### src/rtl/uart_rx_pkg.sv
// Shared definitions for the UART receive path: state encodings, fixed
// oversampling sample points and the baud divider computation.
package uart_rx_pkg;

    // Oversampling factor; the sample points below assume exactly 16.
    localparam int unsigned OVS_DEFAULT = 16;

    // Mid-bit sample point inside the start bit, in ticks.
    localparam logic [3:0] MID_SAMPLE = 4'd7;

    // Last tick of a bit period; data/parity/stop are sampled here,
    // which lands mid-bit because the start bit was sampled mid-bit.
    localparam logic [3:0] LAST_SAMPLE = 4'd15;

    typedef enum logic [2:0] {
        StIdle   = 3'd0,
        StStart  = 3'd1,
        StData   = 3'd2,
        StParity = 3'd3,
        StStop   = 3'd4
    } state_e;

    // Clock cycles per oversampling tick, rounded down, never below 1.
    function automatic int unsigned calc_div(input int unsigned clk_hz,
                                             input int unsigned baud,
                                             input int unsigned ovs);
        int unsigned d;
        d = clk_hz / (baud * ovs);
        return (d == 0) ? 1 : d;
    endfunction

endpackage

### src/rtl/baud_tick_gen.sv
// Oversampling tick generator shared by the UART transmitter and receiver.
// Free-running divider; tick is high for one cycle at each wrap. clr
// restarts the divider so the receiver can align bit phase to a start edge.
module baud_tick_gen
    import uart_rx_pkg::*;
#(
    parameter int unsigned CLK_HZ = 50000000,
    parameter int unsigned BAUD   = 115200,
    parameter int unsigned OVS    = OVS_DEFAULT
) (
    input  logic clk,
    input  logic rst_n,
    input  logic clr,
    output logic tick
);

    localparam int unsigned DIV = calc_div(CLK_HZ, BAUD, OVS);
    localparam int unsigned CW  = (DIV > 1) ? $clog2(DIV) : 1;
    localparam logic [CW-1:0] LAST = CW'(DIV - 1);

    logic [CW-1:0] cnt;

    // Divider counter: 0..DIV-1, restarted by reset or clr.
    always_ff @(posedge clk) begin
        if (!rst_n || clr) begin
            cnt <= '0;
        end else if (cnt == LAST) begin
            cnt <= '0;
        end else begin
            cnt <= cnt + 1'b1;
        end
    end

    assign tick = (cnt == LAST);

endmodule

### src/rtl/uart_rx.sv
// UART receiver, 8N1 (8E1 when UART_RX_PARITY_EN is defined), 16x
// oversampling. Delivers bytes on a valid/ready handshake; flags framing
// errors, overruns and (optionally) parity errors as one-cycle pulses.
module uart_rx
    import uart_rx_pkg::*;
#(
    parameter int unsigned CLK_HZ = 50000000,
    parameter int unsigned BAUD   = 115200,
    parameter int unsigned OVS    = OVS_DEFAULT
) (
    input  logic       clk,
    input  logic       rst_n,
    input  logic       rxd,
    output logic [7:0] rx_data,
    output logic       rx_valid,
    input  logic       rx_ready,
    output logic       frame_err,
    output logic       overrun
`ifdef UART_RX_PARITY_EN
    ,
    output logic       parity_err
`endif
);

    logic   rxd_meta, rxd_sync, rxd_prev;
    logic   fall;
    logic   tick;
    logic   tick_clr;
    state_e state;
    logic [3:0] scnt;
    logic [2:0] bcnt;
    logic [7:0] shreg;
    logic       brk;

    // Two-flop synchroniser plus one history flop for falling-edge detect.
    always_ff @(posedge clk) begin
        if (!rst_n) begin
            rxd_meta <= 1'b1;
            rxd_sync <= 1'b1;
            rxd_prev <= 1'b1;
        end else begin
            rxd_meta <= rxd;
            rxd_sync <= rxd_meta;
            rxd_prev <= rxd_sync;
        end
    end

    assign fall     = rxd_prev & ~rxd_sync;
    assign tick_clr = (state == StIdle) && fall;

    baud_tick_gen #(
        .CLK_HZ (CLK_HZ),
        .BAUD   (BAUD),
        .OVS    (OVS)
    ) u_tick (
        .clk   (clk),
        .rst_n (rst_n),
        .clr   (tick_clr),
        .tick  (tick)
    );

    // Frame FSM with registered outputs and the consumer handshake.
    always_ff @(posedge clk) begin
        if (!rst_n) begin
            state     <= StIdle;
            scnt      <= '0;
            bcnt      <= '0;
            shreg     <= '0;
            brk       <= 1'b0;
            rx_data   <= '0;
            rx_valid  <= 1'b0;
            frame_err <= 1'b0;
            overrun   <= 1'b0;
`ifdef UART_RX_PARITY_EN
            parity_err <= 1'b0;
`endif
        end else begin
            frame_err <= 1'b0;
            overrun   <= 1'b0;
`ifdef UART_RX_PARITY_EN
            parity_err <= 1'b0;
`endif
            if (rx_valid && rx_ready) begin
                rx_valid <= 1'b0;
            end

            case (state)
                StIdle: begin
                    if (fall) begin
                        state <= StStart;
                        scnt  <= '0;
                    end
                end

                StStart: begin
                    if (tick) begin
                        if (scnt == MID_SAMPLE) begin
                            // Line back high at mid start bit: a glitch, not a frame.
                            if (!rxd_sync) begin
                                state <= StData;
                                scnt  <= '0;
                                bcnt  <= '0;
                            end else begin
                                state <= StIdle;
                            end
                        end else begin
                            scnt <= scnt + 4'd1;
                        end
                    end
                end

                StData: begin
                    if (tick) begin
                        if (scnt == LAST_SAMPLE) begin
                            shreg <= {rxd_sync, shreg[7:1]};
                            bcnt  <= bcnt + 3'd1;
                            scnt  <= '0;
                            if (bcnt == 3'd7) begin
`ifdef UART_RX_PARITY_EN
                                state <= StParity;
`else
                                state <= StStop;
`endif
                            end
                        end else begin
                            scnt <= scnt + 4'd1;
                        end
                    end
                end

`ifdef UART_RX_PARITY_EN
                StParity: begin
                    if (tick) begin
                        if (scnt == LAST_SAMPLE) begin
                            // Even parity: data bits plus parity bit must XOR to 0.
                            parity_err <= ^{shreg, rxd_sync};
                            state      <= StStop;
                            scnt       <= '0;
                        end else begin
                            scnt <= scnt + 4'd1;
                        end
                    end
                end
`endif

                StStop: begin
                    if (brk) begin
                        // Break: hold here until the line idles high again.
                        if (rxd_sync) begin
                            brk   <= 1'b0;
                            state <= StIdle;
                        end
                    end else if (tick) begin
                        if (scnt == LAST_SAMPLE) begin
                            if (rxd_sync) begin
                                state <= StIdle;
                                if (!rx_valid || rx_ready) begin
                                    rx_data  <= shreg;
                                    rx_valid <= 1'b1;
                                end else begin
                                    overrun <= 1'b1;
                                end
                            end else begin
                                frame_err <= 1'b1;
                                brk       <= 1'b1;
                            end
                        end else begin
                            scnt <= scnt + 4'd1;
                        end
                    end
                end

                default: state <= StIdle;
            endcase
        end
    end

endmodule
### config.mk
export PLATFORM = sky130hd
export DESIGN_NAME = uart_rx
export DESIGN_NICKNAME = d
export VERILOG_FILES = /design/src/rtl/uart_rx_pkg.sv /design/src/rtl/baud_tick_gen.sv /design/src/rtl/uart_rx.sv
export SDC_FILE = /design/constraint.sdc
export NUM_CORES = 1
export LEC_CHECK = 0
export ABC_AREA = 0
export BUFFER_PORTS_ARGS = -buffer_cell sky130_fd_sc_hd__buf_2
export CAP_MARGIN = 10
export CORE_MARGIN = 3
export CORE_UTILIZATION = 60
export CTS_BUF_LIST = sky130_fd_sc_hd__clkbuf_2
export CTS_CLUSTER_DIAMETER = 80
export DETAILED_ROUTE_END_ITERATION = 10
export MAX_ROUTING_LAYER = met4
export PLACE_DENSITY = 0.9
export SKIP_LAST_GASP = 1
export SYNTH_ARGS = -nofsm -noshare
export SYNTH_HDL_FRONTEND = slang
export SYNTH_SLANG_ARGS = --single-unit
### constraint.sdc
create_clock -name clk -period 2 [get_ports clk]
set_input_delay 0 -clock clk [delete_from_list [all_inputs] [get_ports clk]]
set_output_delay 0 -clock clk [all_outputs]
set_load 0.02 [all_outputs]
Word-level counts from Yosys, hierarchy flattened --
Cells that the tools add are included.
Word-level totals: flip-flop bits (word level) 38, word-level logic and storage cells 100
Operators by class: muxes and demuxes 40, add/sub/neg operators 3, bitwise logic cells 7, equality and inequality tests 20, reductions and logical operators 17
Operators with widths (count):
- $mux 3 | 15
- $mux 4 | 9
- $ne 2x2->1 const B | 10
- $pmux 4 s4 | 1
- $reduce_and 8->1 | 2
- $mux 1 | 12
- $pmux 3 s4 | 1
- $reduce_and 6->1 | 2
- $ne 3x3->1 const B | 3
- $eq 3x3->1 const B | 2
- $not 1->1 | 6
- $pmux 3 s2 | 1
- $reduce_or 6->1 | 1
- $add 5x1->5 const B | 1
- $eq 5x5->1 const B | 1
- $add 4x1->4 const B | 1
- $eq 4x3->1 const B | 1
- $eq 4x4->1 const B | 1
- $reduce_bool 4->1 | 1
- $add 3x1->3 const B | 1
- $eq 3x1->1 const B | 1
- $eq 3x2->1 const B | 1
- $logic_not 3->1 | 1
- $reduce_and 3->1 | 1
- 8 further kinds | 11

Depth between registers and ports, before layout --
word-level depth 8, gate-level depth with buffers 7, depth with buffers taken out 7

Cells and area by module --
Synthesis repeated with hierarchy kept, for this count alone.
Unflattened totals: cell total of the unflattened synthesis 176, area, all modules 1716.6 sq um
Modules (own cells, without submodules):
- uart_rx | cells an instance 156, seq. area each 660.6 sq um, area each 1511.4 sq um, instances 1
- baud_tick_gen | cells an instance 20, seq. area each 100.1 sq um, area each 205.2 sq um, instances 1

Worst setup path before layout --
No wires, ideal clock.
kind register to register, start point register scnt[0], end point register scnt[2], cell stages (with the launch flop) 7, slack 0.164 ns, library setup time 0.075 ns, required time 1.925 ns, arrival 1.762 ns, buffers on the path 0, cells stage by stage dfxtp_1 -> ha_1 -> and4b_1 -> a221oi_1 -> o21ai_1 -> or4b_1 -> o22ai_1
On the way: longest elaborated chain between the ends 5, elaborated cells between the ends (all ways) 14, classes of those cells add/sub (1); eq/ne (4); mux (8); reduce/logical (1)
Ends and longest elaborated chain:
- start, declared | line uart_rx.sv:30 | logic [3:0] scnt;
- start signal, assigned | line uart_rx.sv:107 | scnt <= scnt + 4'd1;
- start signal, assigned | line uart_rx.sv:126 | scnt <= scnt + 4'd1;
- start signal, assigned | line uart_rx.sv:168 | scnt <= scnt + 4'd1;
- $add 4x1->4 | line uart_rx.sv:107, uart_rx.sv:126, uart_rx.sv:168
- $mux 4 | line uart_rx.sv:154 | if (scnt == LAST_SAMPLE) begin
- $mux 4 | line uart_rx.sv:153 | end else if (tick) begin
- $mux 4 | line uart_rx.sv:147 | if (brk) begin
- $pmux 4 s4 | line uart_rx.sv:87 | case (state)
Parallel ways exist; a longest one is shown, timed or not. The select of a mux whose other input is x is not followed. A chain may end at the register's enable or synchronous reset.

Worst setup path in the final report --
start point register state[0], end point register scnt[0]
On the way: longest elaborated chain between the ends 3, elaborated cells between the ends (all ways) 14, classes of those cells eq/ne (10); mux (1); reduce/logical (3)
Ends and longest elaborated chain:
- start, declared | line uart_rx.sv:29 | state_e state;
- start signal, assigned | line uart_rx.sv:65 | state <= StIdle;
- start signal, assigned | line uart_rx.sv:90 | state <= StStart;
- start signal, assigned | line uart_rx.sv:100 | state <= StData;
- $eq 3x1->1 (tied with other cells) | line uart_rx.sv:87
- $ne 3x3->1 (no line) (tied with other cells)
- $reduce_and 8->1 (no line)
Parallel ways exist; a longest one is shown, timed or not.

==> flow_summary.toml <==
[setup_path]
reg2regPathDepth = 5
timing.rr.end = "scnt[0]$_SDFFE_PN0P_"
regToRegSetupSlack_ns = 0.06
cp_slowest_cell = "or4_1"
path_buf_inv = 0
crit_arrival_ns = 2.23
path_cells = "or3b_2, o21ai_0, and2_1, or4_1, a21oi_1"
crit_start = "state[0]$_SDFFE_PN0P_"
worstPathMaxFanout = 11
critPathMaxStageDelay_ns = 0.54
cp-end-kind = "flip-flop"
r2r-start = "state[0]$_SDFFE_PN0P_"
path_delay_family = "simple AND/OR/NAND/NOR gates"
crit_required_ns = 2.29
critPathKind = "flip-flop to flip-flop"
cp-start-kind = "flip-flop"

[global_routing]
grt_max_degree = 31
overflow = 0
grt_pass1_wl_um = 5616
antenna_found_initial = 0
grt_usage_pct = 22.01
grt_pass1_vias = 1289

[placed_design]
dp_hpwl_um = 2425
place.gp.congestion = 0.9223
place_ws_ns = 0.05962
io_buffers = 14
place_area_um2 = 1800

[floorplan]
rows = 18
die_x_um = 58.57
die_y_um = 58.57
start_util_pct = 65.14
io_pins = 15
core_um2 = 2545
die-area_um2 = 3430

[yosys]
ys_warn_count = 0
yosysUniqueCellTypes = 40
yosysSeqAreaShare_pct = 45.89
yosys.area.top_type = "dfxtp_1"
synth.cell_area_um2 = 1658
syn_area_per_cell_um2 = 9.583
syn-num-nets = 182
synthCells = 173
synth_top_cell_area_share_pct = 45.89
ys_ff_latch = 38
ys_top_cells_by_area = "dfxtp_1 46%, mux2i_1 11%, nor2_1 6.8%, ha_1 3.8%, o21ai_0 2.1%"

[cts]
cts.sinks = 38
clkTransAtPathRegs_ns = 0.17
clk_latency_ns = 0.36
cts-root-buf = "clkbuf_2"
tritoncts = "done"
post_cts_buffers = 0
clock_path_buffers = 2
htreeDepth = 2
cts_buffers = 5

[layout]
nets = 208
stdcell_area_um2 = 1933
n_antenna_cell = 0
drive_gt1_share_pct = 22.73
n_fill_cell = 166
syn_to_final_growth_pct = 16.60
fin_util_pct = 75.96

[power]
vdd_ir_drop_max_v = 0.0005897
p_leak_nw = 0.7966
cellPowerDensity_nw_per_um2 = 701.8

[route]
wl_um = 3595
via_per_inst = 6.057
drtAntennaViolNets = 0
dr.pass1.iters = 4
dr.first_iter.drc_count = 47
drt_drc_violations_left = 0
vias = 1381
wl_per_cell_um = 15.77

[timing]
slew_headroom_pct = 39.69
tightest_slew_ns = 0.9037
clock.fmax_mhz = 516.3
worst_slack_ns = 0.06305
finalCriticalPeriod_ns = 1.937
setup_viol = 0
fin_skew_ns = 0.01473
hold_viol_final = 0
timing.final.crit_share_pct = 96.85
slew_viol_final = 0

[run_status]
run_status = "completed"

[min_path]
holdPathEnd = "rxd_sync$_SDFF_PN1_"
hold_start = "rxd_meta$_SDFF_PN1_"
hold_path_depth = 1
hp-class = "flip-flop to flip-flop"

[run]
maxCapViolCount = 0
[logic make-up (layout without fill, tap and decap cells)]
kind of cell               Yosys count  count (layout)  share of synthesized area, %
AOI/OAI and AO/OA                   26              26                         11.24
xor gates and xnor gates             5               5                         2.642
adders and majority gates            5               5                         3.774
buffers and inverters               10              35                         2.944
DFF                                 38              38                         45.89
muxes                               19              19                         11.47
and+or+nand+nor                     70              70                         22.04
[cell type report]
class | count | area, µm² | area share [%]
Clock buffer | 5 | 25.02 | 1.295
Clock inverter | 1 | 3.754 | 0.1942
Inverter | 3 | 11.26 | 0.5825
Multi-Input combinational cell | 125 | 908.4 | 46.99
Sequential cell | 38 | 764.5 | 39.55
Tap cell | 30 | 37.54 | 1.942
Timing Repair Buffer | 26 | 182.7 | 9.450
[per-layer routing]
layer	up-vias	part of all wire, %	wire, µm	GRT usage [%]
met5	-	0	0	-
met4	0	2.5	90	8.940
met3	10	6.5	235	5.702
met2	51	49	1773	35.73
met1	654	42	1497	25.82
li1	666	-	-	-
[how the worst max path moves through the flow]
stage / to / slack, ns / depth (start not counted)
final: scnt[0]$_SDFFE_PN0P_ / 0.06 / 5
after global routing: scnt[1]$_SDFFE_PN0P_ / -0.05 / 5
after CTS: scnt[2]$_SDFFE_PN0P_ / 0.009 / 6
after detailed placement: scnt[2]$_SDFFE_PN0P_ / 0.06 / 6
after global placement: scnt[2]$_SDFFE_PN0P_ / 0.17 / 6
after floorplan: scnt[2]$_SDFFE_PN0P_ / 0.16 / 6
[stage by stage]
| stage | power [W] | setup TNS [ns] | hold WS, ns | std cells |
|---|---|---|---|---|
| after global routing | 0.001423 | -0.1189 | 0.4534 | 228 |
| after CTS | 0.001328 | 0 | 0.4357 | 228 |
| after detailed placement | 0.001040 | 0 | 0.1831 | 218 |
| final | 0.001357 | 0 | 0.4309 | 228 |
| after floorplan | 0.0009844 | 0 | 0.07304 | 173 |
| after global placement | 0.001019 | 0 | 0.1821 | 218 |
[sequential cells by signal (all words and copies together) (netlist names)]
name / flops
rxd_prev: 1
u_tick.cnt: 5
bcnt: 3
shreg: 8
scnt: 4
overrun: 1
rxd_sync: 1
frame_err: 1
rxd_meta: 1
rx_valid: 1
brk: 1
rx_data: 8
state: 3
[synthesized netlist by cell type, drive strengths merged]
library cell  instances
a2111o                1
a211o                 1
a211oi                1
a21oi                 5
a221oi                3
a22oi                 2
a311oi                1
and2                  2
and3                  1
and4b                 2
buf                   2
clkbuf                5
dfxtp                38
ha                    5
inv                   3
mux2i                19
nand2                 7
nand2b                5
nand3                 4
nand4                 1
nand4b                1
nor2                 31
nor2b                 1
nor3                  4
nor3b                 2
nor4                  2
o21ai                 8
o22ai                 3
o31ai                 1
or2                   1
or3                   2
or3b                  1
or4                   1
or4b                  2
xnor2                 3
xor2                  2
[layout by cell type, fill, tap and decap left out, drive strengths merged, types with 4 or more instances in the layout]
cell type	n
ha	5
nor3	4
buf	22
dfxtp	38
dlygate4sd3	4
nor2	31
nand3	4
o21ai	8
clkbuf	5
mux2i	19
a21oi	5
nand2	7
nand2b	5
[power by group]
group | total [W] | switching [W] | internal, W
Clock | 0.000294 | 0.000224 | 0.0000697
Sequential | 0.000829 | 0.0000440 | 0.000785
Combinational | 0.000234 | 0.000127 | 0.000107
[timing repair]
action,in CTS,in global routing
hold endpoints to repair,9,0
endpoints found under the setup margin,0,11
gates resized for setup,0,14
hold buffers,4,0
(Power assumes the default switching activity.)
